File: src/rtl/regbank_pkg.sv
// Shared constants, types and the 5-to-32 decoder used by the register bank
// and its busy-bit scoreboard.
package regbank_pkg;

  localparam int XLEN_C     = 32;
  localparam int NUM_REGS_C = 32;
  localparam int REG_ADDR_W = 5;

  typedef logic [REG_ADDR_W-1:0] reg_addr_t;
  typedef logic [XLEN_C-1:0]     word_t;

  function automatic logic [NUM_REGS_C-1:0] onehot5to32(input reg_addr_t addr);
    logic [NUM_REGS_C-1:0] mask;
    mask       = '0;
    mask[addr] = 1'b1;
    return mask;
  endfunction

endpackage

File: src/rtl/regbank_scoreboard.sv
// Per-register pending-write tracker: busy bits set on issue, cleared on
// write-back, with a registered popcount that always matches the busy vector.
module regbank_scoreboard
  import regbank_pkg::*;
(
  input  logic                  clk_i,
  input  logic                  rst_i,
  input  logic                  set_en_i,
  input  reg_addr_t             set_addr_i,
  input  logic                  clr_en_i,
  input  reg_addr_t             clr_addr_i,
  output logic [NUM_REGS_C-1:0] busy_o,
  output logic [5:0]            pending_o
);

  logic [NUM_REGS_C-1:0] busy_q, busy_d;
  logic [NUM_REGS_C-1:0] set_mask, clr_mask;
  logic [5:0]            pending_q, pending_d;

  // x0 never becomes busy; applying the set after the clear makes a new
  // producer win over a same-edge write-back to the same register.
  always_comb begin
    set_mask  = '0;
    clr_mask  = '0;
    pending_d = '0;
    if (set_en_i && (set_addr_i != '0)) set_mask = onehot5to32(set_addr_i);
    if (clr_en_i && (clr_addr_i != '0)) clr_mask = onehot5to32(clr_addr_i);
    busy_d = (busy_q & ~clr_mask) | set_mask;
    for (int i = 0; i < NUM_REGS_C; i++) begin
      pending_d = pending_d + {5'b0, busy_d[i]};
    end
  end

  always_ff @(posedge clk_i) begin
    if (rst_i) begin
      busy_q    <= '0;
      pending_q <= '0;
    end else begin
      busy_q    <= busy_d;
      pending_q <= pending_d;
    end
  end

  assign busy_o    = busy_q;
  assign pending_o = pending_q;

endmodule

File: src/rtl/register_bank32.sv
// 32 x 32-bit register file with one write-back port, hardwired-zero x0 and a
// busy-bit scoreboard. Define REGBANK_WB_BYPASS_EN for write-first read-out.
module register_bank32
  import regbank_pkg::*;
#(
  parameter int XLEN     = 32,
  parameter int NUM_REGS = 32
) (
  input  logic                     Clk,
  input  logic                     Reset,
  input  logic                     RegWrite,
  input  logic [4:0]               WriteRegister,
  input  logic [XLEN-1:0]          WriteData,
  input  logic                     IssueValid,
  input  logic [4:0]               IssueRegister,
  output logic [NUM_REGS*XLEN-1:0] RegOut,
  output logic [NUM_REGS-1:0]      Busy,
  output logic [5:0]               PendingCount
);

  // Inputs are consumed every cycle; there is no ready/back-pressure path.
  word_t regs_q [1:NUM_REGS-1];
  word_t regs_d [1:NUM_REGS-1];
  logic  wr_en;

  assign wr_en = RegWrite && (WriteRegister != '0);

  always_comb begin
    for (int i = 1; i < NUM_REGS; i++) begin
      regs_d[i] = regs_q[i];
    end
    if (wr_en) regs_d[WriteRegister] = WriteData;
  end

  always_ff @(posedge Clk) begin
    if (Reset) begin
      for (int i = 1; i < NUM_REGS; i++) regs_q[i] <= '0;
    end else begin
      for (int i = 1; i < NUM_REGS; i++) regs_q[i] <= regs_d[i];
    end
  end

  always_comb begin
    RegOut = '0;
    for (int i = 1; i < NUM_REGS; i++) begin
      RegOut[i*XLEN +: XLEN] = regs_q[i];
    end
`ifdef REGBANK_WB_BYPASS_EN
    // Write-first: the slice being written shows the incoming data this cycle.
    if (wr_en) RegOut[int'(WriteRegister)*XLEN +: XLEN] = WriteData;
`else
`endif
  end

  regbank_scoreboard u_scoreboard (
    .clk_i      (Clk),
    .rst_i      (Reset),
    .set_en_i   (IssueValid),
    .set_addr_i (IssueRegister),
    .clr_en_i   (RegWrite),
    .clr_addr_i (WriteRegister),
    .busy_o     (Busy),
    .pending_o  (PendingCount)
  );

endmodule

File: config.mk
export PLATFORM = sky130hd
export DESIGN_NAME = register_bank32
export DESIGN_NICKNAME = d
export VERILOG_FILES = /design/src/rtl/regbank_pkg.sv /design/src/rtl/regbank_scoreboard.sv /design/src/rtl/register_bank32.sv
export SDC_FILE = /design/constraint.sdc
export NUM_CORES = 2
export LEC_CHECK = 0
export BUFFER_PORTS_ARGS = -buffer_cell sky130_fd_sc_hd__buf_2
export CAP_MARGIN = 15
export CORE_AREA = 2 2 432 434
export DETAILED_ROUTE_END_ITERATION = 6
export DIE_AREA = 0 0 434 436
export PLACE_DENSITY_LB_ADDON = 0.25
export SETUP_SLACK_MARGIN = 0.02
export SLEW_MARGIN = 20
export SYNTH_ARGS = -nofsm -noshare
export SYNTH_HDL_FRONTEND = slang
export SYNTH_SLANG_ARGS = --single-unit
File: constraint.sdc
create_clock -name Clk -period 8.22 [get_ports Clk]
set_input_delay 1.644 -clock Clk [delete_from_list [all_inputs] [get_ports Clk]]
set_output_delay 1.644 -clock Clk [all_outputs]
set_load 0.01 [all_outputs]
Word-level counts from Yosys, hierarchy flattened
Memories as Yosys holds them, arrays and structs flattened.
Index checks and enable logic that the tools add are counted.
Widths: inputs -> output; s select.
{ "word_totals": {"regBits": 38, "mem_bits_rw": 992, "in_bits": 46, "memories": 1} }
{ "op_classes": {"add_sub_neg": 31, "n_lt_le_gt_ge": 6, "muxes": 44, "bitwise": 35, "reduce_logical": 7} }
{ "mem_list": {"columns": ["name", "words", "width", "read_ports", "rd_ports_with_merged_regs", "wr", "line_no", "rtl"], "rows": [
  ["regs_q", 31, 32, 31, 0, 31, "register_bank32.sv:22", "word_t regs_q [1:NUM_REGS-1];"]
]} }
{ "ops": {"columns": ["operator", "n"], "rows": [
  ["$mux 32", 34],
  ["$bwmux 992", 1],
  ["$mux 992", 1],
  ["$add 6x1->6", 30],
  ["$demux 32 s5", 1],
  ["$and 32x32->32", 1],
  ["$not 32->32", 1],
  ["$or 32x32->32", 1],
  ["$or 1x1->1", 31],
  ["$lt 5x6->1 const B", 2],
  ["$demux 1 s5", 2],
  ["$ge 5x1->1 const B", 2],
  ["$reduce_bool 5->1", 2],
  ["$ge 6x6->1 const B", 1],
  ["$lt 6x1->1 const B", 1],
  ["$not 5->6", 1],
  ["$logic_and 1x1->1", 5],
  ["$mux 1", 5],
  ["$add 1x1->2", 1]
]} }

Depth between registers and ports, before layout
{ "depth": {"depth_word": 39, "ltp_mapped": 22} }

Modules after synthesis
Synthesis repeated with hierarchy kept, for this count alone.
{ "hier_totals": {"cells_unflattened": 3679, "hier_area_um2": 41074.4} }
{ "modules_own_cells": {"columns": ["module", "n_inst", "cells_per_inst", "area_each_um2", "seq_area_each_um2"], "rows": [
  ["register_bank32", 1, 3399, 38343.0, 19859.0],
  ["regbank_scoreboard", 1, 280, 2731.4, 760.7]
]} }

Worst setup path after synthesis
No wires, ideal clock.
{ "synth_path": {"path_kind": "input -> register", "start": "in WriteRegister[4]", "end": "reg u_scoreboard.pending_q[4], in the netlist u_scoreboard.pending_o[4]", "setup_time_ps": 72, "arrival_time_ps": 7198, "path_slack_ps": 950, "path_stages": 22, "n_path_buf": 1, "path_cell_list": "buf_2 -> nor4b_4 -> nand2_4 -> a22o_1 -> ha_1 -> inv_1 -> fa_1 -> inv_1 -> fa_1 -> inv_1 -> fa_1 -> inv_1 -> fa_1 -> inv_1 -> fa_1 -> fa_1 -> fa_1 -> inv_1 -> fa_1 -> a21o_1 -> a21oi_1 -> mux2i_1"} }
{ "synth_via": {"elab_chain_cells": 39, "elab_cells_between_ends": 42, "classes_between": "31 x add/sub; 2 x order compare; 3 x mux; 3 x bitwise; 3 x reduce/logical"} }
{ "synth_rtl": {"columns": ["item", "line_no", "rtl"], "rows": [
  ["from (decl)", "register_bank32.sv:12", "input logic [4:0] WriteRegister,"],
  ["$lt 5x6->1 (implied by the code) or $ge 5x1->1 (tied branches)", "regbank_pkg.sv:15", "mask[addr] = 1'b1;"],
  ["$logic_and 1x1->1 (implied by the code)", "regbank_pkg.sv:15", null],
  ["$mux 1 (implied by the code)", "regbank_pkg.sv:15", null],
  ["$demux 1 s5", null, null],
  ["$mux 32 *", "regbank_scoreboard.sv:27", "if (clr_en_i && (clr_addr_i != '0)) clr_mask = onehot5to32(clr_addr_i);"],
  ["$not 32->32 *", "regbank_scoreboard.sv:28", "busy_d = (busy_q & ~clr_mask) | set_mask;"],
  ["$and 32x32->32 *", "regbank_scoreboard.sv:28", null],
  ["$or 32x32->32 *", "regbank_scoreboard.sv:28", null],
  ["net u_scoreboard.busy_d[1]", "regbank_scoreboard.sv:16", "logic [NUM_REGS_C-1:0] busy_q, busy_d;"],
  ["$add 1x1->2 *", "regbank_scoreboard.sv:30", "pending_d = pending_d + {5'b0, busy_d[i]};"],
  ["$add 6x1->6 * (30 in series)", "regbank_scoreboard.sv:30", null],
  ["to (signal assigned)", "regbank_scoreboard.sv:40", "pending_q <= pending_d;"],
  ["to (decl)", "regbank_scoreboard.sv:18", "logic [5:0] pending_q, pending_d;"]
]} }
Mark *: on every way through the listed nets, which the timed path passes. The rest lies on a longest branch.
A chain may end at the register's enable or synchronous reset.

Final worst setup path
{ "layout_path": {"start": "in WriteRegister[2]", "end": "reg u_scoreboard.pending_q[4], in the netlist u_scoreboard.pending_o[4]"} }
Same word-level chain as after synthesis.

==> flow_summary_export.csv <==
group,metric,value,unit
status,status,"finished, final reports clean",
drt,wl_per_cell,24.5,um
worst_setup_path,critical_path.top_delay_family,"adder cells",
clock_tree,h-tree-depth,3,
worst_setup_path,crit_path_max_incr_delay,0.53,ns
pwr,comb_power_share,5.2,%
die,core-area,185000,sq um
drt,drt_iter0_drc,1642,
clock_tree,cts_resized,0,
finish,final_cell_mix,"buf_2, dfxtp_1, nand2_1, mux2i_1, clkbuf_16",
sta,finalSetupViolations,0,
clock_tree,cts_tree,"yes",
die,die_y,436,um
job,cap_viol_max_count,0,
worst_setup_path,critPathMaxFanout,9,
clock_tree,clk_latency,0.76,ns
die,die_w,434,um
worst_setup_path,worst-setup-path-type,"in -> reg",
worst_setup_path,required,8.91,ns
logic_synthesis,yosysWarnings,0,
logic_synthesis,mappedNetlistArea,38300,sq um
finish,mostFrequentLayoutCell,"buf_2",
worst_setup_path,r2r_slack,2.84,ns
min_path,whs_endpoint,"regs_q[0][197]",
clock_tree,cts_root_buffer,"clkbuf_16",
worst_setup_path,reg2reg_to,"u_scoreboard.pending_o[4]",
logic_synthesis,synth_edf_count,0,
pwr,seq_power_share,46.6,%
clock_tree,clockBufferDepth,3,
sta,fin_crit,6.69,ns
global_routing,grt_max_degree,170,
finish,layout-area-overhead-vs-synth,29.1,%
placement,portBuffers,1075,
worst_setup_path,critPathArrivalTime,7.38,ns
sta,fin_skew,0.0134,ns
die,pin_count,1108,
worst_setup_path,r2r-start,"u_scoreboard.busy_o[1]",
global_routing,antenna_found_initial,18,
logic_synthesis,ys_dominant_reg_cell,"dfxtp_1",
finish,multi_input_comb_area,15900,sq um
die,initial_core_util,20.7,%
clock_tree,holdBufCountCts,0,
sta,drv_slew,0,
sta,grt_setup_unrepaired,"false",
sta,fin_crit_sh,81.4,%
global_routing,grt_pass1_vias,29500,
pwr,irDropWorstVdd,0.162,mV
sta,fin_setup_tns,0,ns
clock_tree,clk_pin_slew,0.06,ns
worst_setup_path,crit_top_cell,"fa_1",
min_path,hold_class,"reg -> reg",
worst_setup_path,cp-start-kind,"primary input",
die,rows,158,
drt,dr.pass1.iters,5,
clock_tree,numCtsBuffers,115,
worst_setup_path,critPathCaptureType,"register",
placement,placed_cell_area,45700,sq um
drt,vias_per_cell,4.16,
pwr,p_int,0.00818,W
global_routing,grt-ovfl-total,0,
placement,gp_congestion,0.807,
worst_setup_path,cp_slowest_cell,"fa_1",
finish,drive_above_1_share,31.4,%
drt,wl,174,mm
logic_synthesis,synthCells,3623,
die,fp.dieArea,189000,sq um
clock_tree,cts_setup_buffers,0,
sta,finalHoldViolCount,0,
drt,drtAntennaViolNets,0,
finish,fillers,19900,
drt,vias,29600,
finish,seqCellArea,20600,sq um
logic_synthesis,avgSynthCellArea,10.6,sq um
pwr,p_clk_share,48.3,%
min_path,min_path_cells,2,
worst_setup_path,ff2ff_path_depth,19,
logic_synthesis,yosys.area.top_type_share,53.8,%
logic_synthesis,yosysTopAreaCell,"dfxtp_1",
sta,fmax,149,MHz
sta,whs,0.454,ns
pwr,p_leak,27.6,nW
pwr,switching_share,24.6,%
min_path,holdCritStartpoint,"regs_q[0][197]",
logic_synthesis,synth_cell_type_count,42,
pwr,p_per_area,219,nW/um^2
logic_synthesis,synth-seq-cells,1030,
clock_tree,cts_sinks,1030,
logic_synthesis,yosysSeqAreaShare,53.8,%
global_routing,track_usage,17.7,%
finish,final_area,49500,sq um
sta,worst_pin_slew,1.13,ns
logic_synthesis,ys_top_cells_by_area,"dfxtp_1, mux2i_1, nand2_1",
logic_synthesis,synthArstFlopShare,0,%
finish,layout.nets,4619,
global_routing,grt_pass1_wl,237,mm
pwr,switchingPower,0.00267,W
worst_setup_path,cp_cell_sequence,"buf_2, nor4b_4, nand2_4, a22o_1, ha_1, inv_1, fa_1, inv_1, fa_1, inv_1, fa_1, inv_1, fa_1, inv_1, fa_1, fa_1, fa_1, inv_1, fa_1, a21o_1, a21oi_1, mux2i_1",
worst_setup_path,cp_num_buf_inv,7,
placement,dp_hpwl,115,mm
sta,slew_headroom,24.5,%
drt,drc,0,
[logic make-up after synthesis]
kind of cell | share of synthesized area [%]
fa+ha+maj | 1.52
mux | 24.3
simple gates | 11.9
compound gates | 3.02
other cells | 0.00979
buf+inv | 5.48
xor+xnor | 0.0229
flops | 53.8
[power by group through the flow]
stage	Clock, W	Combinational [W]	Sequential [W]
3_3_place_gp	0	0.000575	0.00516
5_1_grt	0.00557	0.000598	0.00505
4_1_cts	0.00538	0.000579	0.00505
3_5_place_dp	0	0.000579	0.00516
6_report	0.00524	0.000559	0.00505
2_1_floorplan	0	0.000283	0.00518
[sequential cells by signal (all words and copies together) (netlist names)]
signal	count
u_scoreboard.pending_o	6
regs_q	992
u_scoreboard.busy_o	32
[layer usage]
metal	vias up	track usage, %	part of all wire [%]
met4	4	6.53	3.4
met3	218	4.37	6.2
li1	13800	-	-
met2	871	32.3	52
met1	14600	19.6	39
met5	-	0	0.013
[per-stage QoR]
step | setup WS, ns | power, W | instances | util, %
after detailed placement | 0.711 | 0.00574 | 6904 | 24.7
after global routing | 1.27 | 0.0112 | 7107 | 26.8
final | 1.53 | 0.0108 | 7110 | 26.8
after CTS | 1.58 | 0.0110 | 7104 | 26.8
after global placement | 0.741 | 0.00574 | 6904 | 24.7
after floorplan | 0.950 | 0.00546 | 3654 | -
[worst max path at each step]
stage	endpoint	cells past startpoint	slack, ns	startpoint
after floorplan	u_scoreboard.pending_o[4]	22	0.95	WriteRegister[4]
after global placement	u_scoreboard.pending_o[4]	22	0.74	WriteRegister[2]
after detailed placement	u_scoreboard.pending_o[4]	22	0.71	WriteRegister[2]
after CTS	u_scoreboard.pending_o[4]	22	1.58	WriteRegister[2]
after global routing	u_scoreboard.pending_o[4]	22	1.27	WriteRegister[2]
final	u_scoreboard.pending_o[4]	22	1.53	WriteRegister[2]
[worst reg2reg max path, delay by kind of cell, from the launching register on]
kind	cells	cell delay, ns
buffers and inverters	6	0.33
AOI/OAI and AO/OA	3	0.56
muxes	1	0.19
adders and majority gates	9	3.91
DFF	1	0.32
[final cells by class]
class	count	share of cell area (%)
clock buffer	173	6.93
sequential	1030	41.7
timing repair buffer	1140	11.9
inverter	32	0.258
antenna	6	0.0304
multi-input combinational	2222	32.2
clock inverter	27	0.749
tap	2480	6.27
[synthesized netlist by cell type (8+ instances only)]
master    number
buf_6         18
nor3_1        68
a22oi_1       17
fa_1          24
mux2i_1      929
buf_2         79
a31o_2        64
nand2b_1      33
dfxtp_1     1030
nand2_2       23
nand2_1      934
inv_1         31
clkbuf_1     172
ha_1           8
a22o_1        14
a32o_1        31
buf_4         95
No activity file was read; power rests on OpenSTA's default activity.
